--- src/rtl/duel_pkg.sv ---
// rtl/duel_pkg.sv - shared encodings and helpers for the duel sequencer and its display decoders
package duel_pkg;

    localparam int HP_W   = 2;
    localparam int TIME_W = 14;

    typedef enum logic [3:0] {
        ST_IDLE   = 4'd0,
        ST_FETCH  = 4'd1,
        ST_OPEN   = 4'd2,
        ST_ANSWER = 4'd3,
        ST_OVER   = 4'd4
    } state_t;

    localparam logic [1:0] P_NONE = 2'b00;
    localparam logic [1:0] P1     = 2'b01;
    localparam logic [1:0] P2     = 2'b10;

    // HP never wraps below zero
    function automatic logic [HP_W-1:0] hp_dec(input logic [HP_W-1:0] hp);
        return (hp == '0) ? '0 : hp - 1'b1;
    endfunction

endpackage

--- src/rtl/duel_if.sv ---
// rtl/duel_if.sv - button/datapath side signal bundle of the duel sequencer
interface duel_if;
    import duel_pkg::*;

    logic              START;
    logic              Q_READY;
    logic              Q_REQ;
    logic [1:0]        BUZZ;
    logic              JUDG_VALID;
    logic              JUDG_OK;
    logic [1:0]        GRANT;
    logic [1:0]        LOCK;
    logic [HP_W-1:0]   HP1;
    logic [HP_W-1:0]   HP2;
    logic [1:0]        WINNER;
    logic [3:0]        STATE;
    logic [TIME_W-1:0] TIME_LEFT;

    // sequencer side
    modport master (
        input  START, Q_READY, BUZZ, JUDG_VALID, JUDG_OK,
        output Q_REQ, GRANT, LOCK, HP1, HP2, WINNER, STATE, TIME_LEFT
    );

    // buttons / datapath side
    modport slave (
        output START, Q_READY, BUZZ, JUDG_VALID, JUDG_OK,
        input  Q_REQ, GRANT, LOCK, HP1, HP2, WINNER, STATE, TIME_LEFT
    );

endinterface

--- src/rtl/duel_timer.sv ---
// rtl/duel_timer.sv - answer timer (prescaler + loadable down-counter), used under DUEL_TIMEOUT_EN
module duel_timer
    import duel_pkg::*;
#(
    parameter int TICK_DIV     = 50000,
    parameter int ANSWER_TICKS = 10000
) (
    input  logic              clk,
    input  logic              rst_n,
    input  logic              load,
    input  logic              run,
    input  logic              clear,
    output logic [TIME_W-1:0] count,
    output logic              expire
);

    localparam int PRE_W = (TICK_DIV > 1) ? $clog2(TICK_DIV) : 1;
    localparam logic [PRE_W-1:0]  PRE_LAST   = PRE_W'(TICK_DIV - 1);
    localparam logic [TIME_W-1:0] TICKS_INIT = TIME_W'(ANSWER_TICKS);

    logic [PRE_W-1:0] presc_q;
    logic             tick;

    assign tick   = run && (presc_q == PRE_LAST);
    assign expire = tick && (count == TIME_W'(1));

    // prescaler restarts on every load so the first tick is a full TICK_DIV away
    always_ff @(posedge clk or negedge rst_n) begin
        if (!rst_n) begin
            presc_q <= '0;
        end else if (load || clear) begin
            presc_q <= '0;
        end else if (run) begin
            presc_q <= tick ? '0 : presc_q + 1'b1;
        end
    end

    // ticks remaining; forced to zero whenever the answer window is not active
    always_ff @(posedge clk or negedge rst_n) begin
        if (!rst_n) begin
            count <= '0;
        end else if (load) begin
            count <= TICKS_INIT;
        end else if (clear) begin
            count <= '0;
        end else if (tick && (count != '0)) begin
            count <= count - 1'b1;
        end
    end

endmodule

--- src/rtl/duel_sequencer.sv ---
// rtl/duel_sequencer.sv - two-player round sequencer/arbiter; answer timer enabled by DUEL_TIMEOUT_EN
module duel_sequencer #(
    parameter int HP_INIT      = 3,
    parameter int TICK_DIV     = 50000,
    parameter int ANSWER_TICKS = 10000
) (
    input  logic   CLK,
    input  logic   RST,
    duel_if.master bus
);
    import duel_pkg::*;

    localparam logic [HP_W-1:0] HP_START = HP_W'(HP_INIT);

    state_t            state_q, state_n;
    logic [1:0]        grant_q, grant_n;
    logic [1:0]        lock_q, lock_n;
    logic [1:0]        winner_q, winner_n;
    logic [HP_W-1:0]   hp1_q, hp1_n;
    logic [HP_W-1:0]   hp2_q, hp2_n;
    logic              ptr_q, ptr_n;      // 0: P1 wins a tie, 1: P2 wins a tie
    logic              q_req_q, q_req_n;

    logic [1:0]        buzz_avail;
    logic [1:0]        buzz_pick;
    logic              in_answer;
    logic              judge_hit;
    logic              judge_miss;
    logic              timeout;
    logic [HP_W-1:0]   opp_hp;
    logic              opp_last;
    logic [TIME_W-1:0] time_left;

    assign in_answer  = (state_q == ST_ANSWER);
    assign buzz_avail = (state_q == ST_OPEN) ? (bus.BUZZ & ~lock_q) : P_NONE;
    assign buzz_pick  = (buzz_avail == 2'b11) ? (ptr_q ? P2 : P1) : buzz_avail;
    assign judge_hit  = in_answer && bus.JUDG_VALID && bus.JUDG_OK;
    // a judge result in the same cycle as the timeout wins over it
    assign judge_miss = in_answer && (bus.JUDG_VALID ? !bus.JUDG_OK : timeout);
    assign opp_hp     = (grant_q == P1) ? hp2_q : hp1_q;
    assign opp_last   = (opp_hp <= HP_W'(1));

`ifdef DUEL_TIMEOUT_EN
    logic timer_load;
    logic timer_clear;

    assign timer_load  = (state_n == ST_ANSWER) && (state_q != ST_ANSWER);
    assign timer_clear = (state_n != ST_ANSWER);

    duel_timer #(
        .TICK_DIV     (TICK_DIV),
        .ANSWER_TICKS (ANSWER_TICKS)
    ) u_timer (
        .clk    (CLK),
        .rst_n  (RST),
        .load   (timer_load),
        .run    (in_answer),
        .clear  (timer_clear),
        .count  (time_left),
        .expire (timeout)
    );
`else
    assign timeout   = 1'b0;
    assign time_left = '0;
`endif

    // state and all registered outputs
    always_ff @(posedge CLK or negedge RST) begin
        if (!RST) begin
            state_q  <= ST_IDLE;
            grant_q  <= P_NONE;
            lock_q   <= 2'b00;
            winner_q <= P_NONE;
            hp1_q    <= HP_START;
            hp2_q    <= HP_START;
            ptr_q    <= 1'b0;
            q_req_q  <= 1'b0;
        end else begin
            state_q  <= state_n;
            grant_q  <= grant_n;
            lock_q   <= lock_n;
            winner_q <= winner_n;
            hp1_q    <= hp1_n;
            hp2_q    <= hp2_n;
            ptr_q    <= ptr_n;
            q_req_q  <= q_req_n;
        end
    end

    // round flow
    always_comb begin
        state_n = state_q;
        case (state_q)
            ST_IDLE:   if (bus.START) state_n = ST_FETCH;
            ST_FETCH:  if (bus.Q_READY) state_n = ST_OPEN;
            ST_OPEN:   if (buzz_pick != P_NONE) state_n = ST_ANSWER;
            ST_ANSWER: begin
                if (judge_hit) begin
                    state_n = opp_last ? ST_OVER : ST_FETCH;
                end else if (judge_miss) begin
                    state_n = ((lock_q | grant_q) == 2'b11) ? ST_FETCH : ST_OPEN;
                end
            end
            ST_OVER:   if (bus.START) state_n = ST_FETCH;
            default:   state_n = ST_IDLE;
        endcase
    end

    // next values of grant, lockout, HP, winner, priority pointer and fetch pulse
    always_comb begin
        grant_n  = grant_q;
        lock_n   = lock_q;
        winner_n = winner_q;
        hp1_n    = hp1_q;
        hp2_n    = hp2_q;
        ptr_n    = ptr_q;
        q_req_n  = (state_n == ST_FETCH) && (state_q != ST_FETCH);

        if (buzz_pick != P_NONE) begin
            grant_n = buzz_pick;
            ptr_n   = (buzz_pick == P1);
        end

        if (judge_hit) begin
            grant_n = P_NONE;
            if (grant_q == P1) begin
                hp2_n = hp_dec(hp2_q);
            end else begin
                hp1_n = hp_dec(hp1_q);
            end
            if (opp_last) begin
                winner_n = grant_q;
            end
        end

        if (judge_miss) begin
            grant_n = P_NONE;
            lock_n  = lock_q | grant_q;
        end

        // every new question starts with nobody locked out
        if (state_n == ST_FETCH) begin
            lock_n = 2'b00;
        end

        if ((state_q == ST_OVER) && bus.START) begin
            hp1_n    = HP_START;
            hp2_n    = HP_START;
            winner_n = P_NONE;
        end
    end

    assign bus.STATE     = state_q;
    assign bus.GRANT     = grant_q;
    assign bus.LOCK      = lock_q;
    assign bus.WINNER    = winner_q;
    assign bus.HP1       = hp1_q;
    assign bus.HP2       = hp2_q;
    assign bus.Q_REQ     = q_req_q;
    assign bus.TIME_LEFT = time_left;

endmodule

--- src/flat_wrapper.sv ---
// flat-port wrapper written by rule: the top's interface ports become plain ports
module duel_sequencer_flat import duel_pkg::*;
#(
    parameter int HP_INIT      = 3,
    parameter int TICK_DIV     = 50000,
    parameter int ANSWER_TICKS = 10000
)
  (CLK, RST, bus_START, bus_Q_READY, bus_BUZZ, bus_JUDG_VALID, bus_JUDG_OK, bus_Q_REQ, bus_GRANT, bus_LOCK, bus_HP1, bus_HP2, bus_WINNER, bus_STATE, bus_TIME_LEFT);
  duel_if bus_i ();
  input  logic CLK;
  input  logic RST;
  input wire logic [$bits(bus_i.START)-1:0] bus_START;
  input wire logic [$bits(bus_i.Q_READY)-1:0] bus_Q_READY;
  input wire logic [$bits(bus_i.BUZZ)-1:0] bus_BUZZ;
  input wire logic [$bits(bus_i.JUDG_VALID)-1:0] bus_JUDG_VALID;
  input wire logic [$bits(bus_i.JUDG_OK)-1:0] bus_JUDG_OK;
  output wire logic [$bits(bus_i.Q_REQ)-1:0] bus_Q_REQ;
  output wire logic [$bits(bus_i.GRANT)-1:0] bus_GRANT;
  output wire logic [$bits(bus_i.LOCK)-1:0] bus_LOCK;
  output wire logic [$bits(bus_i.HP1)-1:0] bus_HP1;
  output wire logic [$bits(bus_i.HP2)-1:0] bus_HP2;
  output wire logic [$bits(bus_i.WINNER)-1:0] bus_WINNER;
  output wire logic [$bits(bus_i.STATE)-1:0] bus_STATE;
  output wire logic [$bits(bus_i.TIME_LEFT)-1:0] bus_TIME_LEFT;
  assign bus_i.START = bus_START;
  assign bus_i.Q_READY = bus_Q_READY;
  assign bus_i.BUZZ = bus_BUZZ;
  assign bus_i.JUDG_VALID = bus_JUDG_VALID;
  assign bus_i.JUDG_OK = bus_JUDG_OK;
  assign bus_Q_REQ = bus_i.Q_REQ;
  assign bus_GRANT = bus_i.GRANT;
  assign bus_LOCK = bus_i.LOCK;
  assign bus_HP1 = bus_i.HP1;
  assign bus_HP2 = bus_i.HP2;
  assign bus_WINNER = bus_i.WINNER;
  assign bus_STATE = bus_i.STATE;
  assign bus_TIME_LEFT = bus_i.TIME_LEFT;
  duel_sequencer #(.HP_INIT(HP_INIT), .TICK_DIV(TICK_DIV), .ANSWER_TICKS(ANSWER_TICKS)) u_core (.CLK(CLK), .RST(RST), .bus(bus_i));
endmodule
--- config.mk ---
export PLATFORM = sky130hd
export DESIGN_NAME = duel_sequencer_flat
export DESIGN_NICKNAME = d
export VERILOG_FILES = /design/src/rtl/duel_pkg.sv /design/src/rtl/duel_if.sv /design/src/rtl/duel_timer.sv /design/src/rtl/duel_sequencer.sv /design/src/flat_wrapper.sv
export SDC_FILE = /design/constraint.sdc
export NUM_CORES = 1
export LEC_CHECK = 0
export ABC_AREA = 1
export CAP_MARGIN = 20
export CORE_MARGIN = 3
export CORE_UTILIZATION = 39
export CTS_BUF_LIST = sky130_fd_sc_hd__clkbuf_16
export DETAILED_ROUTE_END_ITERATION = 8
export PLACE_DENSITY = 0.81
export SYNTH_ARGS = -nofsm -noshare
export SYNTH_HDL_FRONTEND = slang
export SYNTH_SLANG_ARGS = --single-unit
export TNS_END_PERCENT = 10
--- constraint.sdc ---
create_clock -name CLK -period 2.5 [get_ports CLK]
set_input_delay 0.375 -clock CLK [delete_from_list [all_inputs] [get_ports CLK]]
set_output_delay 0.375 -clock CLK [all_outputs]
set_load 0.05 [all_outputs]
==> impl_results.md, run 1 <==
* Critical path, cell by cell: clkdlybuf4s50_1
* Peak fanout along the critical path at 4
* Global-route wire length before repair at roughly 3700 um
* FF-to-FF path depth at 6
* Fillcell total at approximately 220
* Hold_buf cts at 0
* DP Area at 1205 um2
* CP Launch Type: register
* Tmin final at just under 2000 ps
* DPL Wire Length at around 1600 um
* Max-cap violation count at 0
* Post-synthesis sequential area ratio at 0.4045
* Largest net degree at the start of global routing at 17
* # diodes at 0
* DR pass1 iterations at 4
* Post-synth top area cell: dfrtp_1
* CP Class: reg2out
* Reg-to-Reg Start: u_core.bus.STATE[3]$_DFF_PN0_
* Avg Cell Area, Syn at approximately 8.4 um2
* CP Capture Type: output pin
* Port Buf Inserts at 22
* Adder-cell share of the synthesized area at 0
* Slowest-stage cell, CP: clkdlybuf4s50_1
* Routed wire length at roughly 2100 um
* Gr usage total at 0.1425
* Final Hold Vio Count at 0
* Clock share of power at 0.270
* Fin util at 0.5537
* Die span in y at about 57 um
* Vias in the first global route at between 800 and 900
* Share of the synthesized area in the top cell type at 0.2996
* H-Tree Level Count at 1
* Final Wtd Congestion at about 0.84
* Xor/xnor share of the synthesized area at 0
* Sw Share at 0.4179
* Worst-margin pin slew at around 700 ps
* Pint at 660.3 uW
* Die area at approximately 3200 um2
* Status: completed
* Post-synthesis compound-gate area fraction at 0.1236
* Initial core utilization at 0.4323
* Crit path largest cell delay at 810 ps
* Cell family with most CP delay: buffers and inverters
* Crit path buf inv count at 1
* Top post-synthesis cells by area: dfrtp_1 30%, buf_4 10%, dfstp_2 10%
* Worst-path clk slew at roughly 50 ps
* Gate power share at 0.404
* Root buf cell: clkbuf_16
* Simple-gate share of the synthesized area at 0.2959
* Net switching power at 474.1 uW
* Sequential power share at 0.326
* Iter 0 DRT Violations at 19
* Slew headroom at 0.5387
* Worst path required time at 2120 ps
* Setup Total Neg Slack at 0 ps
* R2R Path End: u_core.bus.WINNER[0]$_DFFE_PN0P_
* Antenna viol nets, final at 0
* Io pins at 37
* Worst hold path cell count at 2
* TritonCTS buffer count at 3
* WP data arrival at between 1500 and 2000 ps
* Core Rows at 17
* F_max at a little over 0.5 GHz
* Core ar. at 2318 um2
* Hold_sp: u_core.bus.HP1[1]$_DFFE_PN1P_
* DRC at 0
* CTS Sinks at 16
* Global route overflow at 0
* Flop-to-flop setup slack at approximately 1100 ps
* Multiplexer share of the synthesized area at 0
* Mapped Area at between 1000 and 1500 um2
* DR WL/cell at 11.86 um
* Design Area, Final at ~1300 um2
* Worst-case clock buffer depth at 2
* Vias per cell at between 4 and 5
* Die X-Extent at between 50 and 60 um
* Final clock skew at roughly 3.7 ps
* Synth-to-Final Area Change at 28.09%
* Main combinational cell family by area after synthesis: simple AND/OR/NAND/NOR gates
* Hold Crit Class: reg2reg
* Synth warn at 0
* Power Dens Cells at 883.6 nW/um2
* Share of post-route cells with drive strength above 1 at 0.2055
* Setup violators final at 0
* Initial antenna violation count at 0
* Netlist cell types at 23
* Final #Nets at between 150 and 200
* Seq cells post-synth at 16
* Routed vias at between 800 and 900
* Post-synthesis cell count at 120
* Hold Path End: u_core.bus.HP1[0]$_DFFE_PN1P_
* Leakage at a little over 0.0006 uW
* Clk Latency, worst-skew pair at approximately 240 ps
* Resized cells post-CTS at 0
* Setup bufs post-CTS at 0
* Peak supply drop at 768.6 uV
* Pins Over Slew Limit at 0
* CTS tree: built
* Unrepaired setup endpoints after global routing: no
* Final Cycle Share at 0.7897
==> sequential cells by signal, indices dropped and copies added (netlist names) <==
signal	cells
u_core.bus.HP2	2
u_core.ptr_q	1
u_core.bus.Q_REQ	1
u_core.bus.GRANT	2
u_core.bus.STATE	4
u_core.bus.LOCK	2
u_core.bus.WINNER	2
u_core.bus.HP1	2
==> Yosys cell counts (all sizes together) <==
cell and number:
nand2 19, nor2 19, inv 18, buf 14, dfrtp 12, nand3 11
o21ai 11, a21oi 8, dfstp 4, a31oi 1, conb 1, nand4 1
o31ai 1
==> final cells by class <==
class / count / area (um2) / area share
clock inverter: 1 / 3.754 / 0.002924
tap: 28 / 35.03 / 0.02729
inverter: 18 / 67.56 / 0.05263
multi-input combinational: 86 / 476.7 / 0.3713
timing repair buffer: 22 / 220.2 / 0.1715
sequential: 16 / 405.4 / 0.3158
clock buffer: 3 / 75.07 / 0.05848
==> logic make-up after synthesis <==
group / Yosys count
buf+inv: 32
compound gates: 21
flops: 16
other cells: 1
simple gates: 50
==> power by group through the flow <==
stage | logic (uW) | registers (uW) | clock network [uW]
6_report | 458 | 370 | 306
5_1_grt | 485 | 378 | 330
4_1_cts | 459 | 368 | 310
3_5_place_dp | 454 | 370 | 0
3_3_place_gp | 450 | 369 | 0
2_1_floorplan | 188 | 518 | 0
==> worst max path at each step <==
stage,start,to,slack (ps),depth (start not counted)
after floorplan,u_core.bus.STATE[2]$_DFF_PN0_,u_core.bus.LOCK[0]$_DFFE_PN0P_,990,7
after global placement,u_core.bus.HP2[1]$_DFFE_PN1P_,bus_HP2[1],790,1
after detailed placement,bus_JUDG_VALID,u_core.bus.LOCK[1]$_DFFE_PN0P_,780,6
after CTS,u_core.bus.HP1[1]$_DFFE_PN1P_,bus_HP1[1],510,1
after global routing,u_core.bus.HP1[0]$_DFFE_PN1P_,bus_HP1[0],490,1
final,u_core.bus.HP2[1]$_DFFE_PN1P_,bus_HP2[1],530,1
==> placed cells by master (no fill, tap or decap), types with 2 or more instances in the layout <==
master / synthesis / routed
clkdlybuf4s50_1: 0 / 22
nor2_1: 11 / 11
clkbuf_16: 0 / 3
o21ai_0: 7 / 7
nand3_1: 7 / 7
dfrtp_1: 12 / 12
nand2_1: 13 / 13
nor2_2: 4 / 4
nand2_2: 4 / 4
o21ai_1: 4 / 4
nand3_2: 3 / 3
inv_1: 15 / 15
dfstp_2: 4 / 4
nor2_4: 4 / 4
inv_2: 3 / 3
conb_1: 1 / 15
a21oi_1: 6 / 6
nand2_4: 2 / 2
==> worst min-delay path, stage by stage, from the launching register on <==
cell and delay, ps:
dfstp_2 380, nand2_1 60, nand2_1 40
==> stage by stage <==
stage | instances | worst slack (ps) | power (uW) | hold WS, ps
6_report | 174 | 525.8 | 1134 | 480.9
3_3_place_gp | 170 | 785.1 | 818.8 | 464.0
4_1_cts | 174 | 514.9 | 1137 | 486.7
3_5_place_dp | 170 | 775.9 | 823.7 | 478.2
5_1_grt | 174 | 486.2 | 1193 | 501.4
2_1_floorplan | 134 | 991.3 | 705.9 | 79.41
==> metal layers <==
metal | GRT usage | up-vias | part of all wire
met5 | 0 | - | 0
met1 | 0.1870 | 378 | 0.45
li1 | - | 409 | -
met3 | 0.04138 | 4 | 0.080
met2 | 0.2195 | 42 | 0.46
met4 | 0.05424 | 0 | 0.0087
Power figures use the tool's default switching activity.
==> run 2: changes to the inputs <==
==> constraint.sdc (replaced) <==
create_clock -name CLK -period 2.05 [get_ports CLK]
set_input_delay 0.3075 -clock CLK [delete_from_list [all_inputs] [get_ports CLK]]
set_output_delay 0.3075 -clock CLK [all_outputs]
set_load 0.05 [all_outputs]
==> results of run 2 <==
The final DEF is identical to that of run 1. Status: completed.
Among the figures that moved: final weighted congestion in routability-driven placement 0.8419 -> 0.8418; setup slack after placement 775.9 ps -> 393.4 ps; setup slack after layout 525.8 ps -> 143.3 ps; register-to-register setup slack 1090 ps -> 640 ps; total power 1134 uW -> 1383 uW; worst IR drop on VDD 768.6 uV -> 937.3 uV
